==> src/rtl/ahb_burst_master.sv <==
// AHB-Lite burst initiator: accepts one command at a time and issues SINGLE,
// INCR, INCRx and WRAPx transfers with overlapped address and data phases.
module ahb_burst_master #(
  parameter int ADDR_W = 32,
  parameter int DATA_W = 32
) (
  input  logic              HCLK,
  input  logic              HRESET,
  // Command handshake: a command is taken on a rising edge where cmd_valid
  // and cmd_ready are both high; cmd_ready is high only while idle.
  input  logic              cmd_valid,
  output logic              cmd_ready,
  input  logic [ADDR_W-1:0] cmd_addr,
  input  logic              cmd_write,
  input  logic [2:0]        cmd_burst,
  input  logic [2:0]        cmd_size,
  input  logic [4:0]        cmd_len,
  input  logic [DATA_W-1:0] wr_data,
  output logic              wr_pop,
  output logic [DATA_W-1:0] rd_data,
  output logic              rd_valid,
  output logic              done,
  output logic              err,
  output logic [ADDR_W-1:0] HADDR,
  output logic [1:0]        HTRANS,
  output logic [2:0]        HBURST,
  output logic [2:0]        HSIZE,
  output logic              HWRITE,
  output logic [DATA_W-1:0] HWDATA,
  input  logic [DATA_W-1:0] HRDATA,
  input  logic              HREADY,
  input  logic [1:0]        HRESP,
  output logic [2:0]        state_dbg
);

  typedef enum logic [2:0] {
    S_IDLE  = 3'd0,
    S_ADDR  = 3'd1,
    S_BURST = 3'd2,
    S_LAST  = 3'd3,
    S_ERR   = 3'd4
  } state_t;

  localparam logic [1:0] TR_IDLE   = 2'b00;
  localparam logic [1:0] TR_NONSEQ = 2'b10;
  localparam logic [1:0] TR_SEQ    = 2'b11;

  state_t      state;
  logic [4:0]  beats;
  logic [4:0]  issued;

  logic              resp_ok;
  logic              is_wrap;
  logic [ADDR_W-1:0] step;
  logic [ADDR_W-1:0] wrap_mask;
  logic [ADDR_W-1:0] next_addr;

  function automatic logic [4:0] burst_beats(input logic [2:0] b, input logic [4:0] len);
    logic [4:0] n;
    unique case (b)
      3'b000:         n = 5'd1;
      3'b001:         n = (len == 5'd0) ? 5'd1 : len;
      3'b010, 3'b011: n = 5'd4;
      3'b100, 3'b101: n = 5'd8;
      default:        n = 5'd16;
    endcase
    return n;
  endfunction

  assign resp_ok   = (HRESP == 2'b00);
  assign state_dbg = state;

  // Wrapping keeps the upper address bits and lets only the in-block bits roll over.
  always_comb begin
    is_wrap   = 1'b0;
    step      = '0;
    wrap_mask = '0;
    next_addr = '0;
    is_wrap   = !HBURST[0] && (HBURST != 3'b000);
    step      = {{(ADDR_W-1){1'b0}}, 1'b1} << HSIZE;
    wrap_mask = (ADDR_W'(beats) << HSIZE) - {{(ADDR_W-1){1'b0}}, 1'b1};
    if (is_wrap)
      next_addr = (HADDR & ~wrap_mask) | ((HADDR + step) & wrap_mask);
    else
      next_addr = HADDR + step;
  end

  // A write beat is consumed on the edge that ends its address phase.
  assign wr_pop = HWRITE && HREADY &&
                  ((state == S_ADDR) || ((state == S_BURST) && resp_ok));

  always_ff @(posedge HCLK or posedge HRESET) begin
    if (HRESET) begin
      state     <= S_IDLE;
      beats     <= '0;
      issued    <= '0;
      HADDR     <= '0;
      HTRANS    <= TR_IDLE;
      HBURST    <= '0;
      HSIZE     <= '0;
      HWRITE    <= 1'b0;
      HWDATA    <= '0;
      cmd_ready <= 1'b1;
      rd_valid  <= 1'b0;
      rd_data   <= '0;
      done      <= 1'b0;
      err       <= 1'b0;
    end else begin
      rd_valid <= 1'b0;
      done     <= 1'b0;
      err      <= 1'b0;
      unique case (state)
        S_IDLE: begin
          if (cmd_valid && cmd_ready) begin
            HADDR     <= cmd_addr;
            HBURST    <= cmd_burst;
            HSIZE     <= cmd_size;
            HWRITE    <= cmd_write;
            HTRANS    <= TR_NONSEQ;
            beats     <= burst_beats(cmd_burst, cmd_len);
            issued    <= 5'd1;
            cmd_ready <= 1'b0;
            state     <= S_ADDR;
          end
        end
        S_ADDR: begin
          if (HREADY) begin
            if (HWRITE) HWDATA <= wr_data;
            if (issued == beats) begin
              HTRANS <= TR_IDLE;
              state  <= S_LAST;
            end else begin
              HTRANS <= TR_SEQ;
              HADDR  <= next_addr;
              issued <= issued + 5'd1;
              state  <= S_BURST;
            end
          end
        end
        S_BURST: begin
          if (!resp_ok) begin
            // First error cycle: drop the pipelined address immediately.
            HTRANS <= TR_IDLE;
            if (HREADY) begin
              done      <= 1'b1;
              err       <= 1'b1;
              cmd_ready <= 1'b1;
              state     <= S_IDLE;
            end else begin
              state <= S_ERR;
            end
          end else if (HREADY) begin
            if (HWRITE) begin
              HWDATA <= wr_data;
            end else begin
              rd_valid <= 1'b1;
              rd_data  <= HRDATA;
            end
            if (issued == beats) begin
              HTRANS <= TR_IDLE;
              state  <= S_LAST;
            end else begin
              HTRANS <= TR_SEQ;
              HADDR  <= next_addr;
              issued <= issued + 5'd1;
            end
          end
        end
        S_LAST: begin
          if (!resp_ok) begin
            if (HREADY) begin
              done      <= 1'b1;
              err       <= 1'b1;
              cmd_ready <= 1'b1;
              state     <= S_IDLE;
            end else begin
              state <= S_ERR;
            end
          end else if (HREADY) begin
            if (!HWRITE) begin
              rd_valid <= 1'b1;
              rd_data  <= HRDATA;
            end
            done      <= 1'b1;
            cmd_ready <= 1'b1;
            state     <= S_IDLE;
          end
        end
        S_ERR: begin
          if (HREADY) begin
            done      <= 1'b1;
            err       <= 1'b1;
            cmd_ready <= 1'b1;
            state     <= S_IDLE;
          end
        end
        default: state <= S_IDLE;
      endcase
    end
  end

endmodule

==> config.mk <==
export PLATFORM = sky130hd
export DESIGN_NAME = ahb_burst_master
export DESIGN_NICKNAME = d
export VERILOG_FILES = /design/src/rtl/ahb_burst_master.sv
export SDC_FILE = /design/constraint.sdc
export NUM_CORES = 1
export LEC_CHECK = 0
export CAP_MARGIN = 20
export CORE_MARGIN = 3
export CORE_UTILIZATION = 38
export DETAILED_ROUTE_END_ITERATION = 7
export PLACE_DENSITY = 0.68
export SETUP_SLACK_MARGIN = 0.4
export SLEW_MARGIN = 5
export SYNTH_ARGS = -nofsm -noshare
export SYNTH_HDL_FRONTEND = slang
export SYNTH_SLANG_ARGS = --single-unit
==> constraint.sdc <==
create_clock -name HCLK -period 4.95 [get_ports HCLK]
set_input_delay 0.99 -clock HCLK [delete_from_list [all_inputs] [get_ports HCLK]]
set_output_delay 0.99 -clock HCLK [all_outputs]
set_load 0.01 [all_outputs]
Word-level counts from Yosys, hierarchy flattened:

Index checks and enable logic that the tools add are counted.

* $add $sub $neg: 3
* eq/ne operators: 16
* shifts and indexed selects: 2
* mux-type cells: 44
* bitwise operators: 5
* reduce and logical (&&, ||, !) cells: 26

Operators with widths (count)
* 2-to-1 mux 32 bit: 8
* one-hot mux 32 bit (3 select lines): 1
* bitwise AND 32 bit: 2
* one-hot mux 32 bit (2 select lines): 1
* adder 32 bit: 1
* inverter 32 bit: 1
* OR 32 bit: 1
* left shift 1 x 3 -> 32 bit (first input constant): 1
* left shift 5 x 3 -> 32 bit: 1
* subtractor 32 x 1 -> 32 bit (second input constant): 1
* 2-to-1 mux 5 bit: 5
* 2-to-1 mux 3 bit: 8
* one-hot mux 5 bit (4 select lines): 1
* one-hot mux 3 bit (5 select lines): 1
* one-hot mux 5 bit (3 select lines): 1
* equality test 3 x 2 -> 1 bit (second input constant): 4
* 2-to-1 mux 1 bit: 10
* equality test 3 bit (second input constant): 3
* nonzero test 3 bit: 3
* 2-to-1 mux 2 bit: 4
* inequality test 2 bit (second input constant): 4
* AND reduction 4 bit: 2
* OR reduction 2 bit: 4
* equality test 3 x 1 -> 1 bit (second input constant): 2
* other kinds (17): 26

* bits in registers: 122

Depth between registers and ports, before layout:

Gate-level depths: netlist of the first run.

* depth in word-level cells: 10
* depth in mapped cells: 14
* gate-level depth less buffers: 11

Worst setup path before layout of the first run:

OpenSTA, ideal clock, no wires.

* path kind: register -> register
* from: register HSIZE[0]
* to: register with a tool-made name
* setup time: 142 ps
* arrival: 3131 ps
* required time: 4808 ps
* slack: 1677 ps
* cell stages (with the launch flop): 13
* buffers on the path: 3
* cells stage by stage: dfrtp_1 buf_4 buf_2 buf_1 nor2_1 ha_1 fa_1 a21o_1 a311oi_1 or3_1 nor3_1 a222oi_1 o211ai_1

RTL lines
* from (decl): line 27 `output logic [2:0] HSIZE,`
* from (signal assigned): line 117 `HSIZE <= cmd_size;`

Worst setup path after layout of the first run:

* from: input port HRESP[1]
* to: output port wr_pop

* cells in the longest elaborated chain, start to end: 4

Ends and longest elaborated chain
* from (decl): line 32 `input logic [1:0] HRESP,`
* logical NOT 2 bit: line 70 `assign resp_ok = (HRESP == 2'b00);`
* logical AND 1 bit: line 90 `((state == S_ADDR) || ((state == S_BURST) && resp_ok));`
* logical OR 1 bit: line 90
* logical AND 1 bit: line 89 `assign wr_pop = HWRITE && HREADY &&`
* to (decl): line 19 `output logic wr_pop,`

No other way between the ends.

==> flow_metrics.py, run 1 <==
metrics = {
    "logic_synthesis": {
        "yosysTopAreaCell": "dfrtp_1",
        "synth_ff_type": "dfrtp_1",
        "synth_cells": 851,
        "syn_nets": 977,
        "synth_edf_count": 0,
        "syn_area_um2": 7029,
        "async_reset_ff_share_pct": 100.0,
        "yosysMostFrequentCell": "nand2_1",
        "synth_seq_area_share_pct": 43.45,
        "ys_warn_count": 0,
        "ys_ff_latch": 122,
        "synth.area.top_cells": "dfrtp_1 (43%), nand2_1 (15%), a21oi_1 (2.9%)",
        "ys_top_cells_by_count": "nand2_1 (283), dfrtp_1 (121), nor2_1 (45)",
        "synth_top_area_share_pct": 43.08,
        "syn_avg_cell_area_um2": 8.260,
        "yosysUniqueCellTypes": 80,
    },
    "critical_path": {
        "cp_max_fo": 33,
        "max_stage_delay_ps": 530,
        "cp.required_ps": 3960,
        "cp-start-kind": "input pin",
        "worstSetupPathType": "input pin to primary output",
        "arrival_ps": 3120,
        "cp_cell_sequence": "clkdlybuf4s50_1 -> nor3_1 -> nand2_1 -> a21oi_1 -> nand3_1 -> buf_4 -> inv_1 -> clkdlybuf4s50_1",
        "endpoint_kind": "primary output",
        "cp_common_cell": "clkdlybuf4s50_1",
        "crit_path_top_delay_cell": "clkdlybuf4s50_1",
    },
    "clocking": {
        "cts_setup_buffers": 0,
        "cts_tree": "built",
        "cts.sinks": 122,
        "cts-root-buf": "clkbuf_16",
        "clk_pin_slew_ps": 60,
        "ctsHtreeMaxLevel": 4,
        "cts_inserted_buffers": 17,
        "clk_path_buf_depth": 2,
        "cts_repair_resize_count": 0,
        "postCtsHoldBufs": 0,
        "clk_latency_ps": 420,
    },
    "pwr": {
        "ir_worst_vdd_v": 0.0002287,
        "p_leak_nw": 4.521,
        "power_density_nw_per_um2": 240.8,
    },
    "die": {
        "die_y_um": 142.0,
        "die_w_um": 142.0,
        "core_area_um2": 18090,
        "ios": 227,
        "num_rows": 49,
        "initial_core_util_pct": 38.87,
        "die_area_um2": 20170,
    },
    "sta": {
        "rsz0062_at_grt": "false",
        "hold_violations": 0,
        "final-setup-viol-count": 0,
        "slew_headroom_pct": 39.79,
        "maxSlewViolCount": 0,
        "clock_skew_ps": 8.282,
        "setup_tns_ps": 0,
        "fmax_mhz": 243.4,
        "fin_crit_sh_pct": 83.00,
        "tightest_slew_ps": 903.2,
        "fin_crit_ps": 4109,
    },
    "placed_design": {
        "gp_congestion": 0.9103,
        "dp_hpwl_um": 15770,
        "place_area_um2": 9467,
        "io_buffers": 226,
    },
    "run": {
        "max_cap_violations": 0,
    },
    "hold_path": {
        "hp-class": "flop to flop",
    },
    "route": {
        "routed_wl_um": 22110,
        "num_vias": 6931,
        "final_antenna_net_count": 0,
        "vias_per_cell": 5.336,
        "drc_errors": 0,
        "firstDrtPassIters": 5,
        "drt_iter0_drc": 466,
        "wire_per_inst_um": 17.02,
    },
    "grt": {
        "track_usage_pct": 21.89,
        "met1_usage_pct": 28.68,
        "grt_max_degree": 65,
        "grt_overflow": 0,
        "use_met3_pct": 8.905,
        "grt_pass1_wl_um": 35680,
        "grt.busiest_layer": "met2",
        "antenna_found_initial": 0,
        "grt_pass1_vias": 6884,
        "use_met2_pct": 33.61,
    },
    "cells_and_area": {
        "area_growth_pct": 43.33,
        "antennaDiodeCount": 0,
        "final.fill_count": 1663,
        "drive_above_1_share_pct": 6.822,
        "fin_area_um2": 10070,
        "final_util_pct": 55.70,
        "num-nets-final": 1183,
    },
    "outcome": {
        "outcome": "completed",
    },
}
-- cell type report --
type / instances / area (um2) / share of cell area [%]
flip-flops and latches: 122 / 3054 / 30.32
clock buffers: 18 / 439.2 / 4.359
clock inverters: 14 / 168.9 / 1.677
repair buffers: 237 / 2357 / 23.40
multi-input cells: 669 / 3729 / 37.01
inverters: 10 / 40.04 / 0.3974
well taps: 229 / 286.5 / 2.844
-- stage by stage --
step           setup WS [ps]  cells  total power, mW  hold WS [ps]
5_1_grt                586.3   1299            2.515         490.3
3_5_place_dp           871.2   1267            1.147         461.6
4_1_cts                856.1   1299            2.448         475.5
2_1_floorplan          719.1    851            1.042         503.2
3_3_place_gp           851.7   1267            1.147         456.1
6_report               841.5   1299            2.426         472.1
-- worst paths after layout --
check	startpoint	endpoint	slack, ps	cells past startpoint
worst min register to register	rd_data[14]$_DFFE_PP0P_	rd_data[14]$_DFFE_PP0P_	470	2
min in group asynchronous	HRESET	HWDATA[16]$_DFFE_PP0P_	1100	2
max in group asynchronous	HRESET	cmd_ready$_DFFE_PP1P_	3000	3
worst min-delay path	rd_data[14]$_DFFE_PP0P_	rd_data[14]$_DFFE_PP0P_	470	2
worst max register to register	HSIZE[0]$_DFFE_PP0P_	flop	1060	10
worst max-delay path	HRESP[1]	wr_pop	840	8
-- worst max-delay path: cells and delay by family --
family	cells	cell delay, ps
buffers and inverters	4	1370
AND/OR/NAND/NOR	3	550
AO/OA/AOI/OAI	1	200
-- placed cells by master (no fill, tap or decap), types with 4 or more instances in the layout --
master	n
inv_6	4
a21oi_1	41
buf_4	10
o21ai_0	37
a21o_1	7
a211oi_1	5
clkdlybuf4s50_1	226
o21a_1	5
clkbuf_16	17
nand2_1	283
or3_1	9
o211ai_1	12
clkinv_2	4
nor3_1	19
or2_2	5
nand4_1	4
xnor2_1	14
and2_1	7
a31oi_1	4
o31ai_1	14
o2bb2ai_1	6
nor3b_1	4
nand2b_1	5
nand3_1	22
a22o_1	12
ha_1	11
xor2_1	7
nor2_1	45
and3_1	10
o22ai_1	4
a22oi_1	6
dfrtp_1	121
inv_1	8
-- logic make-up (layout without fill, tap and decap cells) --
family	Yosys count	count (layout)	synth area share [%]
compound gates	195	195	19.72
simple gates	436	436	27.36
fa+ha+maj	12	12	2.243
buf+inv	60	279	3.845
flops	122	122	43.45
mux	5	5	0.7654
xor+xnor	21	21	2.617
-- per-layer routing --
metal  share of wire (%)  wire length, um
met1                  44             9664
met2                  45             9881
met3                  10             2202
met4                 1.6              359
met5                   0                0
-- power by group --
group	leakage [nW]	switching, mW	total (mW)	internal, mW
registers	1.67	0	0.998	0.998
logic	2.56	0.0446	0.130	0.0856
clock network	0.297	0.490	1.30	0.808
Power figures use the tool's default switching activity.
==> run 2, diff against run 1 <==
clock period = 4.1 ns   (was 4.95 ns; I/O delays follow)
==> run 2 against run 1 <==
Register-to-register slack got worse by 280 ps. Clock power up 21%. Hold slack worse by 2.5 ps.
==> flow_metrics.py, run 2 (same netlist as run 1, synthesis figures left out) <==
metrics = {
    "critical_path": {
        "cp_cell_sequence": "clkdlybuf4s50_1 -> nor3_2 -> nand2_1 -> a21oi_1 -> nand3_1 -> inv_1 -> clkdlybuf4s50_1",
        "cp_common_cell": "clkdlybuf4s50_1",
        "max_stage_delay_ps": 530,
        "cp-start-kind": "input pin",
        "critPathLaunch": "HRESP[1]",
        "r2r_cells": 10,
        "cp.required_ps": 3280,
        "arrival_ps": 2670,
        "crit_family": "buffers and inverters",
        "cp_num_buf_inv": 3,
        "endpoint": "wr_pop",
        "crit_path_top_delay_cell": "clkdlybuf4s50_1",
        "endpoint_kind": "primary output",
        "cp_max_fo": 4,
        "timing.rr.start": "HSIZE[2]$_DFFE_PP0P_",
        "worstSetupPathType": "input pin to primary output",
        "crit_cells": 7,
        "rrSetupSlack_ps": 780,
    },
    "placed_design": {
        "place_area_um2": 9535,
        "dp_hpwl_um": 15940,
        "io_buffers": 226,
        "gp_congestion": 0.8976,
    },
    "clocking": {
        "cts.sinks": 122,
        "postCtsHoldBufs": 0,
        "clk_latency_ps": 420,
        "cts-root-buf": "clkbuf_16",
        "ctsHtreeMaxLevel": 4,
        "cts_setup_buffers": 0,
        "cts_tree": "built",
        "cts_repair_resize_count": 0,
        "clk_path_buf_depth": 2,
        "cts_inserted_buffers": 17,
        "clk_pin_slew_ps": 50,
    },
    "route": {
        "wire_per_inst_um": 17.19,
        "num_vias": 6986,
        "final_antenna_net_count": 0,
        "vias_per_cell": 5.341,
        "drc_errors": 0,
        "routed_wl_um": 22490,
        "firstDrtPassIters": 6,
        "drt_iter0_drc": 516,
    },
    "pwr": {
        "power_density_nw_per_um2": 289.3,
        "p_leak_nw": 4.559,
        "combPwrFrac_pct": 5.4,
        "switchingPower_mw": 0.6504,
        "swShare_pct": 22.14,
        "ir_worst_vdd_v": 0.0002808,
        "power_frac_seq_pct": 41.0,
        "internal-power_mw": 2.287,
        "total_power_mw": 2.937,
        "pwr-share-clk_pct": 53.6,
    },
    "sta": {
        "fmax_mhz": 286.8,
        "final-setup-viol-count": 0,
        "rsz0062_at_grt": "false",
        "maxSlewViolCount": 0,
        "hold_violations": 0,
        "clock_skew_ps": 9.034,
        "setup_tns_ps": 0,
        "tightest_slew_ps": 796.5,
        "fin_crit_sh_pct": 85.04,
        "slew_headroom_pct": 46.79,
        "fin_crit_ps": 3487,
    },
    "cells_and_area": {
        "drive_above_1_share_pct": 7.600,
        "ff_latch_area_um2": 3054,
        "fin_area_um2": 10150,
        "final.fill_count": 1647,
        "multi_input_area_um2": 3734,
        "area_growth_pct": 44.43,
        "num-nets-final": 1192,
        "final_common_cell": "nand2_1",
        "antennaDiodeCount": 0,
        "final_cell_mix": "nand2_1 (283), clkdlybuf4s50_1 (226), dfrtp_1 (121), nor2_1 (45), a21oi_1 (41)",
    },
    "outcome": {
        "outcome": "completed",
    },
    "run": {
        "max_cap_violations": 0,
    },
    "die": {
        "die_w_um": 142.0,
        "core_area_um2": 18090,
        "die_y_um": 142.0,
        "die_area_um2": 20170,
        "num_rows": 49,
        "ios": 227,
        "initial_core_util_pct": 38.87,
    },
    "grt": {
        "use_met3_pct": 8.905,
        "grt_max_degree": 57,
        "grt.busiest_layer": "met2",
        "track_usage_pct": 22.51,
        "grt_pass1_wl_um": 36230,
        "met1_usage_pct": 29.93,
        "antenna_found_initial": 0,
        "grt_pass1_vias": 6898,
        "grt_overflow": 0,
        "use_met2_pct": 34.48,
    },
    "hold_path": {
        "hp-class": "flop to flop",
        "min_from": "HWDATA[25]$_DFFE_PP0P_",
        "whs_path_depth": 2,
    },
}
==> run 2: worst min path at each step <==
stage	endpoint	slack [ps]
after floorplan	issued[0]$_DFFE_PP0P_	500
after global placement	rd_data[22]$_DFFE_PP0P_	460
after detailed placement	rd_data[11]$_DFFE_PP0P_	460
after CTS	HWDATA[20]$_DFFE_PP0P_	480
after global routing	HWDATA[31]$_DFFE_PP0P_	490
final	HWDATA[25]$_DFFE_PP0P_	470
==> run 2: power groups by stage <==
stage	combinational [mW]	clock [mW]	sequential, mW
finish	0.159	1.57	1.20
floorplan	0.0322	0	1.23
global placement	0.159	0	1.23
CTS	0.161	1.60	1.20
detailed placement	0.160	0	1.23
global route	0.174	1.66	1.20
==> run 2: worst reg2reg max path: stages, from the launching register on <==
cell and delay, ps:
dfrtp_1 530, buf_4 270, nor3_1 390, ha_1 230, a21oi_1 80, a2111oi_0 580
nor3_2 190, nor4_4 460, o2111ai_1 200, a21oi_1 180, a2bb2oi_1 160
==> run 2: final cells by class <==
class | count | area share [%]
Clock buffer | 19 | 4.363
Clock inverter | 13 | 1.664
Inverter | 10 | 0.4067
Multi-Input combinational cell | 669 | 36.78
Sequential cell | 122 | 30.08
Tap cell | 229 | 2.822
Timing Repair Buffer | 246 | 23.88
==> run 2: through the flow <==
stage	hold slack (ps)	worst slack (ps)	util (%)	std cells
global route	489.0	476.7	56.13	1308
CTS	475.3	507.3	56.11	1308
finish	469.6	613.2	56.13	1308
detailed placement	461.3	596.8	52.72	1276
floorplan	503.2	827.1	-	851
global placement	457.3	589.7	52.72	1276
==> run 2: per-layer routing <==
layer | vias to the layer above | routed length (um) | share of wire (%)
li1 | 3404 | - | -
met1 | 3290 | 9734 | 43
met2 | 267 | 10240 | 46
met3 | 25 | 2167 | 9.6
met4 | 0 | 339 | 1.5
met5 | - | 0 | 0
